$ cat src/rtl/hostif_arb_pkg.sv
// Shared types and constants for the two-host Avalon-MM arbiter.
package hostif_arb_pkg;

  typedef enum logic [1:0] {
    ST_IDLE   = 2'd0,
    ST_GRANT0 = 2'd1,
    ST_GRANT1 = 2'd2
  } arb_state_e;

  localparam logic [1:0] GRANT_NONE = 2'b00;
  localparam logic [1:0] GRANT_H0   = 2'b01;
  localparam logic [1:0] GRANT_H1   = 2'b10;

  // Hold counter width covers MAX_HOLD up to 255
  localparam int unsigned HOLD_W = 8;

  function automatic logic [1:0] grant_of(input arb_state_e st);
    case (st)
      ST_GRANT0: grant_of = GRANT_H0;
      ST_GRANT1: grant_of = GRANT_H1;
      default:   grant_of = GRANT_NONE;
    endcase
  endfunction

endpackage

$ cat src/rtl/rr_arbiter_2.sv
// Two-way round-robin tie-break: picks the next owner from the request pair.
module rr_arbiter_2 (
  input  logic [1:0] req,
  input  logic       last,
  output logic       next_owner_c
);

  // On a tie the host not served last wins; otherwise the sole requester
  always_comb begin
    next_owner_c = req[1];
    if (req == 2'b11) begin
      next_owner_c = ~last;
    end
  end

endmodule

$ cat src/rtl/dual_host_arbiter.sv
// Arbitrates two Avalon-MM hosts onto one shared slave port with a bounded
// hold count and no mid-transfer ownership change.
module dual_host_arbiter
  import hostif_arb_pkg::*;
#(
  parameter int unsigned ADDR_W   = 32,
  parameter int unsigned DATA_W   = 32,
  parameter int unsigned MAX_HOLD = 4
) (
  input  logic                  clk_clk,
  input  logic                  reset_reset_n,
  input  logic [ADDR_W-1:0]     h0_address,
  input  logic [DATA_W/8-1:0]   h0_byteenable,
  input  logic [DATA_W-1:0]     h0_writedata,
  input  logic                  h0_read,
  input  logic                  h0_write,
  output logic [DATA_W-1:0]     h0_readdata,
  output logic                  h0_waitrequest,
  input  logic [ADDR_W-1:0]     h1_address,
  input  logic [DATA_W/8-1:0]   h1_byteenable,
  input  logic [DATA_W-1:0]     h1_writedata,
  input  logic                  h1_read,
  input  logic                  h1_write,
  output logic [DATA_W-1:0]     h1_readdata,
  output logic                  h1_waitrequest,
  output logic [ADDR_W-1:0]     s_address,
  output logic [DATA_W/8-1:0]   s_byteenable,
  output logic [DATA_W-1:0]     s_writedata,
  output logic                  s_read,
  output logic                  s_write,
  input  logic [DATA_W-1:0]     s_readdata,
  input  logic                  s_waitrequest,
  output logic [1:0]            grant,
  output logic                  arb_error
);

  arb_state_e          state, state_nxt;
  logic [HOLD_W-1:0]   hold_cnt, hold_nxt, hold_inc;
  logic                last, last_nxt;
  logic                arb_error_nxt;
  logic                req0, req1, own_req, other_req;
  logic                own_read, own_write;
  logic                owner, granted;
  logic                rr_next;

  assign req0      = h0_read | h0_write;
  assign req1      = h1_read | h1_write;
  assign owner     = (state == ST_GRANT1);
  assign granted   = (state != ST_IDLE);
  assign own_read  = owner ? h1_read  : h0_read;
  assign own_write = owner ? h1_write : h0_write;
  assign own_req   = owner ? req1 : req0;
  assign other_req = owner ? req0 : req1;

  rr_arbiter_2 u_rr (
    .req          ({req1, req0}),
    .last         (last),
    .next_owner_c (rr_next)
  );

  always_ff @(posedge clk_clk or negedge reset_reset_n) begin
    if (!reset_reset_n) begin
      state     <= ST_IDLE;
      hold_cnt  <= '0;
      last      <= 1'b1;
      grant     <= GRANT_NONE;
      arb_error <= 1'b0;
    end else begin
      state     <= state_nxt;
      hold_cnt  <= hold_nxt;
      last      <= last_nxt;
      grant     <= grant_of(state_nxt);
      arb_error <= arb_error_nxt;
    end
  end

  // Next owner, hold count and last-served bookkeeping
  always_comb begin
    state_nxt     = state;
    hold_nxt      = hold_cnt;
    last_nxt      = last;
    hold_inc      = (hold_cnt >= HOLD_W'(MAX_HOLD)) ? hold_cnt : hold_cnt + HOLD_W'(1);
    arb_error_nxt = arb_error | (granted & own_read & own_write);
    case (state)
      ST_IDLE: begin
        if (req0 | req1) begin
          state_nxt = rr_next ? ST_GRANT1 : ST_GRANT0;
          last_nxt  = rr_next;
          hold_nxt  = '0;
        end
      end
      ST_GRANT0, ST_GRANT1: begin
        if (!own_req) begin
          hold_nxt = '0;
          if (other_req) begin
            state_nxt = owner ? ST_GRANT0 : ST_GRANT1;
            last_nxt  = ~owner;
          end else begin
            state_nxt = ST_IDLE;
          end
        end else if (!s_waitrequest) begin
          if (other_req && (hold_inc == HOLD_W'(MAX_HOLD))) begin
            state_nxt = owner ? ST_GRANT0 : ST_GRANT1;
            last_nxt  = ~owner;
            hold_nxt  = '0;
          end else begin
            hold_nxt = hold_inc;
          end
        end
      end
      default: state_nxt = ST_IDLE;
    endcase
  end

  // Slave-side mux; a read+write collision is forwarded as a write only
  always_comb begin
    s_address      = owner ? h1_address    : h0_address;
    s_byteenable   = owner ? h1_byteenable : h0_byteenable;
    s_writedata    = owner ? h1_writedata  : h0_writedata;
    s_write        = granted & own_write;
    s_read         = granted & own_read & ~own_write;
    h0_waitrequest = (state == ST_GRANT0) ? s_waitrequest : 1'b1;
    h1_waitrequest = (state == ST_GRANT1) ? s_waitrequest : 1'b1;
    h0_readdata    = s_readdata;
    h1_readdata    = s_readdata;
  end

endmodule

$ cat config.mk
export PLATFORM = sky130hd
export DESIGN_NAME = dual_host_arbiter
export DESIGN_NICKNAME = d
export VERILOG_FILES = /design/src/rtl/hostif_arb_pkg.sv /design/src/rtl/rr_arbiter_2.sv /design/src/rtl/dual_host_arbiter.sv
export SDC_FILE = /design/constraint.sdc
export NUM_CORES = 1
export LEC_CHECK = 0
export CORE_AREA = 2 2 120 122
export DETAILED_ROUTE_END_ITERATION = 8
export DIE_AREA = 0 0 122 124
export PLACE_DENSITY = 0.64
export SYNTH_ARGS = -nofsm -noshare
export SYNTH_HDL_FRONTEND = slang
export SYNTH_SLANG_ARGS = --single-unit
$ cat constraint.sdc
create_clock -name clk_clk -period 2.4 [get_ports clk_clk]
set_input_delay 0.36 -clock clk_clk [delete_from_list [all_inputs] [get_ports clk_clk]]
set_output_delay 0.36 -clock clk_clk [all_outputs]
set_load 0.01 [all_outputs]
* Word-level counts from Yosys, hierarchy flattened
Index checks and enable logic that the tools add are counted.
Storage, ports and cells: register bits 14, logic and storage cells 66
Cells by class: add/subtract/negate cells 1, order comparisons 1, equality and inequality tests 10, muxes and demuxes 31, bitwise gates (word level) 11, reductions and logical operators 7
Operator list (count):
- 2-to-1 mux 32 bit | 2
- 2-to-1 mux 8 bit | 5
- case mux 8 bit (2 select lines) | 1
- 2-to-1 mux 2 bit | 7
- 2-to-1 mux 1 bit | 12
- inequality test 3 bit (second input constant) | 3
- adder 8 x 1 -> 8 bit (second input constant) | 1
- equality test 8 x 3 -> 1 bit (second input constant) | 1
- >= comparator 8 x 3 -> 1 bit (second input constant) | 1
- case mux 2 bit (2 select lines) | 2
- equality test 2 bit (second input constant) | 3
- AND reduction 5 bit | 1
- bitwise AND 1 bit | 4
- equality test 2 x 1 -> 1 bit (second input constant) | 2
- 2-to-1 mux 4 bit | 1
- bitwise OR 1 bit | 4
- nonzero test 2 bit | 2
- NOT 1 bit | 3
- AND reduction 3 bit | 1
- logical NOT 2 bit | 1
- inequality test 2 bit (second input constant) | 1
- case mux 1 bit (2 select lines) | 1
- OR reduction 2 bit | 1
- logical AND 1 bit | 1

* Longest topological paths before layout
depth after elaboration 10, mapped depth 7, gate-level depth less buffers 7

* By module
Synthesis repeated with hierarchy kept, for this count alone.
Unflattened totals: cell total of the unflattened synthesis 246, area total of the unflattened synthesis 2272.2 sq um
By module, submodules not included:
- dual_host_arbiter | instances 1, cells an instance 245, area each 2260.9 sq um, seq. area each 351.6 sq um
- rr_arbiter_2 | instances 1, cells an instance 1, area each 11.3 sq um, seq. area each 0.0 sq um

* Worst setup path before layout
No wires, ideal clock.
path kind register to register, start point register hold_cnt[0], end point register hold_cnt[0], library setup time 0.130 ns, arrival 1.816 ns, path slack 0.454 ns, cell stages (with the launch flop) 8, buffers on the path 0, clock period less this slack 1.946 ns, cell sequence dfrtp_1 inv_1 ha_1 and4bb_1 o2111ai_1 a32o_1 a21oi_2 nor2_1
Between the ends: cells in the longest elaborated chain, start to end 8, elaborated cells between the ends (all ways) 9, classes of those cells add/sub: 1; order compare: 1; eq/ne: 1; mux: 5; reduce/logical: 1
Ends and longest elaborated chain:
- start: declaration | RTL line dual_host_arbiter.sv:38 | logic [HOLD_W-1:0] hold_cnt, hold_nxt, hold_inc;
- start signal: assignment | RTL line dual_host_arbiter.sv:70 | hold_cnt <= hold_nxt;
- adder 8 x 1 -> 8 bit or >= comparator 8 x 3 -> 1 bit (tied branches) | RTL line dual_host_arbiter.sv:82 | hold_inc = (hold_cnt >= HOLD_W'(MAX_HOLD)) ? hold_cnt : hold_cnt + HOLD_W'(1);
- 2-to-1 mux 8 bit (*) | RTL line dual_host_arbiter.sv:82
- equality test 8 x 3 -> 1 bit | RTL line dual_host_arbiter.sv:102 | if (other_req && (hold_inc == HOLD_W'(MAX_HOLD))) begin
- logical AND 1 bit | RTL line dual_host_arbiter.sv:102
- 2-to-1 mux 8 bit (*) | RTL line dual_host_arbiter.sv:102
- 2-to-1 mux 8 bit (*) | RTL line dual_host_arbiter.sv:101 | end else if (!s_waitrequest) begin
- 2-to-1 mux 8 bit (*) | RTL line dual_host_arbiter.sv:93 | if (!own_req) begin
- case mux 8 bit (2 select lines) (*) | RTL line dual_host_arbiter.sv:84 | case (state)
Every way passes the cells marked *; elsewhere a longest branch is shown, timed or not. The select of a mux whose other input is x is not followed. A chain may end at the register's enable or synchronous reset.

* Worst setup path in the final report
start point register state[0], end point output port s_writedata[26]
Between the ends: cells in the longest elaborated chain, start to end 2
Ends and longest elaborated chain:
- start: declaration | RTL line dual_host_arbiter.sv:37 | arb_state_e state, state_nxt;
- start signal: assignment | RTL line dual_host_arbiter.sv:69 | state <= state_nxt;
- equality test 2 bit | RTL line dual_host_arbiter.sv:48 | assign owner = (state == ST_GRANT1);
- 2-to-1 mux 32 bit | RTL line dual_host_arbiter.sv:119 | s_writedata = owner ? h1_writedata : h0_writedata;
- end: declaration | RTL line dual_host_arbiter.sv:28 | output logic [DATA_W-1:0] s_writedata,
No other way between the ends.

==> results_dict.tcl <==
set metrics [dict create \
    yosys_most_used_dff "dfrtp_1" \
    portBuffers 217 \
    dr.first_iter.drc_count 75 \
    synthTopCellsByCount "68 x mux2_2, 64 x buf_4, 13 x dfrtp_1, 13 x nor2_1, 7 x buf_2" \
    cts_hold_buf 0 \
    ys_seq_area_share_pct 15.6 \
    grt_pass1_wl_um 15500 \
    finClkSkew_ns 0.00438 \
    timing.setup.tns_ns 0 \
    static-leakage-power_uw 0.00196 \
    core_area_mm2 0.0137 \
    grt_use_total_pct 14.3 \
    gr-total-overflow 0 \
    fin_area_mm2 0.00433 \
    arrival_ns 1.93 \
    clk_path_buf_depth 2 \
    die_y_um 124 \
    cts_tree "yes" \
    worst_pin_slew_ns 0.628 \
    gp_congestion 0.900 \
    worstPathMaxFanout 7 \
    rows 43 \
    crit_required_ns 2.04 \
    post_dp_cell_area_mm2 0.00420 \
    slew_violations 0 \
    start_kind "flop" \
    setup_viol_count_final 0 \
    status "complete, no violations" \
    vias 2292 \
    peakVddDrop_mv 0.268 \
    io_pins 314 \
    syn_inst 237 \
    end_kind "output port" \
    p_per_area_mw_per_mm2 796 \
    path_clk_slew_ns 0.05 \
    final_hold_viol_count 0 \
    period_needed_ns 2.29 \
    grt_pass1_vias 2482 \
    drive_gt1_share_pct 23.6 \
    grt_max_degree 34 \
    synth_edf_count 0 \
    use_met1_pct 19.2 \
    cts_made_buffers 3 \
    met3_usage_pct 7.19 \
    cap_violations 0 \
    initial_core_util_pct 16.5 \
    nets 572 \
    die_area_mm2 0.0151 \
    synth_area_leaders "mux2_2 34%, buf_4 21%, dfrtp_1 14%, ha_1 3.3%, nor2_1 2.2%" \
    dr.pass1.iters 4 \
    max_freq_ghz 0.436 \
    clk_latency_ns 0.25 \
    rrSetupSlack_ns 0.19 \
    fin_ws_ns 0.109 \
    ys_seq_elements 14 \
    synth.distinct_cells 44 \
    use_met2_pct 19.9 \
    synth_top_area_share_pct 33.9 \
    ys_warn_count 0 \
    hold_class "reg2reg" \
    die_x_um 122 \
    wl_per_cell_um 19.4 \
    syn_area_mm2 0.00226 \
    cts_htree_levels 1 \
    pre_cts_ws_ns 0.0841 \
    relSlewSlack_pct 58.0 \
    drt-total-wl_um 11100 \
    fill_cells 1406 \
    antenna_found_initial 0 \
    grt-busiest-layer "met2" \
    drc 0 \
    dp_hpwl_um 9450 \
    async_reset_ff_share_pct 100 \
    avgSynthCellArea_um2 9.54 \
    clock_sinks 14 \
    synth_most_common_cell "mux2_2" \
    syn_to_final_growth_pct 91.4 \
    period_share_pct 95.5 \
    antenna_left 0 \
    cts_root_buffer "clkbuf_16" \
    synth_fp_nets 418 \
    path_class "reg2out" \
    via_per_inst 4.01 \
    rsz0062_at_grt "false" \
    synth_largest_area_cell "mux2_2" \
]
sequential cells by signal, indices dropped and copies added (netlist names):
register,flops
hold_cnt,8
grant,2
state,2
arb_error,1
last,1
layout by cell type (no fill, tap or decap), types with 2 or more instances in the layout:
cell	count
clkdlybuf4s50_1	152
mux2_2	68
dlygate4sd2_1	33
dlymetal6s2s_1	32
nor2_1	13
dfrtp_1	12
nor2b_1	5
ha_1	5
buf_4	5
inv_1	4
o2111ai_1	4
o21ai_0	4
a21oi_1	3
mux2i_1	3
nand3b_1	3
clkbuf_16	3
nor3b_2	2
nor3_1	2
o22ai_1	2
nand2_1	2
nand2b_1	2
o21bai_1	2
a21oi_2	2
buf_12	2
metrics by stage:
| step | hold WS (ns) | power, uW | util, % | std cells |
|---|---|---|---|---|
| 2_1_floorplan | 0.0644 | 1990 | - | 237 |
| 3_3_place_gp | 0.489 | 3260 | 30.6 | 565 |
| 3_5_place_dp | 0.498 | 3290 | 30.6 | 565 |
| 4_1_cts | 0.509 | 3530 | 30.9 | 570 |
| 5_1_grt | 0.528 | 3700 | 31.5 | 570 |
| 6_report | 0.503 | 3440 | 31.5 | 571 |
layout make-up:
cell class / instances / area (um2) / share of cell area [%]
Antenna cell: 1 / 2.50 / 0.0578
Tap cell: 180 / 225 / 5.20
Multi-Input combinational cell: 143 / 1360 / 31.5
Timing Repair Buffer: 224 / 2290 / 52.9
Clock buffer: 4 / 78.8 / 1.82
Sequential cell: 14 / 353 / 8.15
Inverter: 5 / 18.8 / 0.434
critical path: stages, from the launching register on:
cell	delay, ns
dfrtp_1	0.38
inv_2	0.11
ha_4	0.21
buf_4	0.17
mux2_2	0.33
clkdlybuf4s50_1	0.48
report_power, final:
group	internal, uW	switching (uW)	total [uW]
Clock	225	96.5	321
Sequential	307	64.3	371
Combinational	1520	1240	2750
Total	2050	1400	3440
worst paths after layout:
kind | startpoint | end | cells past startpoint
max in group asynchronous | reset_reset_n | state[1] | 1
hold / removal | hold_cnt[5] | hold_cnt[5] | 1
setup / recovery | state[0] | s_writedata[26] | 5
setup reg to reg | hold_cnt[0] | hold_cnt[4] | 7
min in group asynchronous | reset_reset_n | hold_cnt[4] | 1
hold reg to reg | hold_cnt[5] | hold_cnt[5] | 1
layer usage:
metal | wire length [um] | part of all wire, %
met5 | 0 | 0
met4 | 294 | 2.7
met3 | 1550 | 14
met2 | 4330 | 39
met1 | 4910 | 44
what timing repair did:
action,in CTS,in global routing
endpoints found under the setup margin,65,32
resized for setup,35,32
hold endpoints to repair,0,0
setup buffers,1,0
cell families after synthesis:
family                     Yosys count  share of synthesized area, %
AOI/OAI and AO/OA                   25                          9.02
muxes                               72                          35.9
adders and majority gates            6                          3.32
and+or+nand+nor                     39                          11.1
DFF                                 14                          15.6
xor gates and xnor gates             1                         0.387
buffers and inverters               80                          24.8
Power figures use the tool's default switching activity.
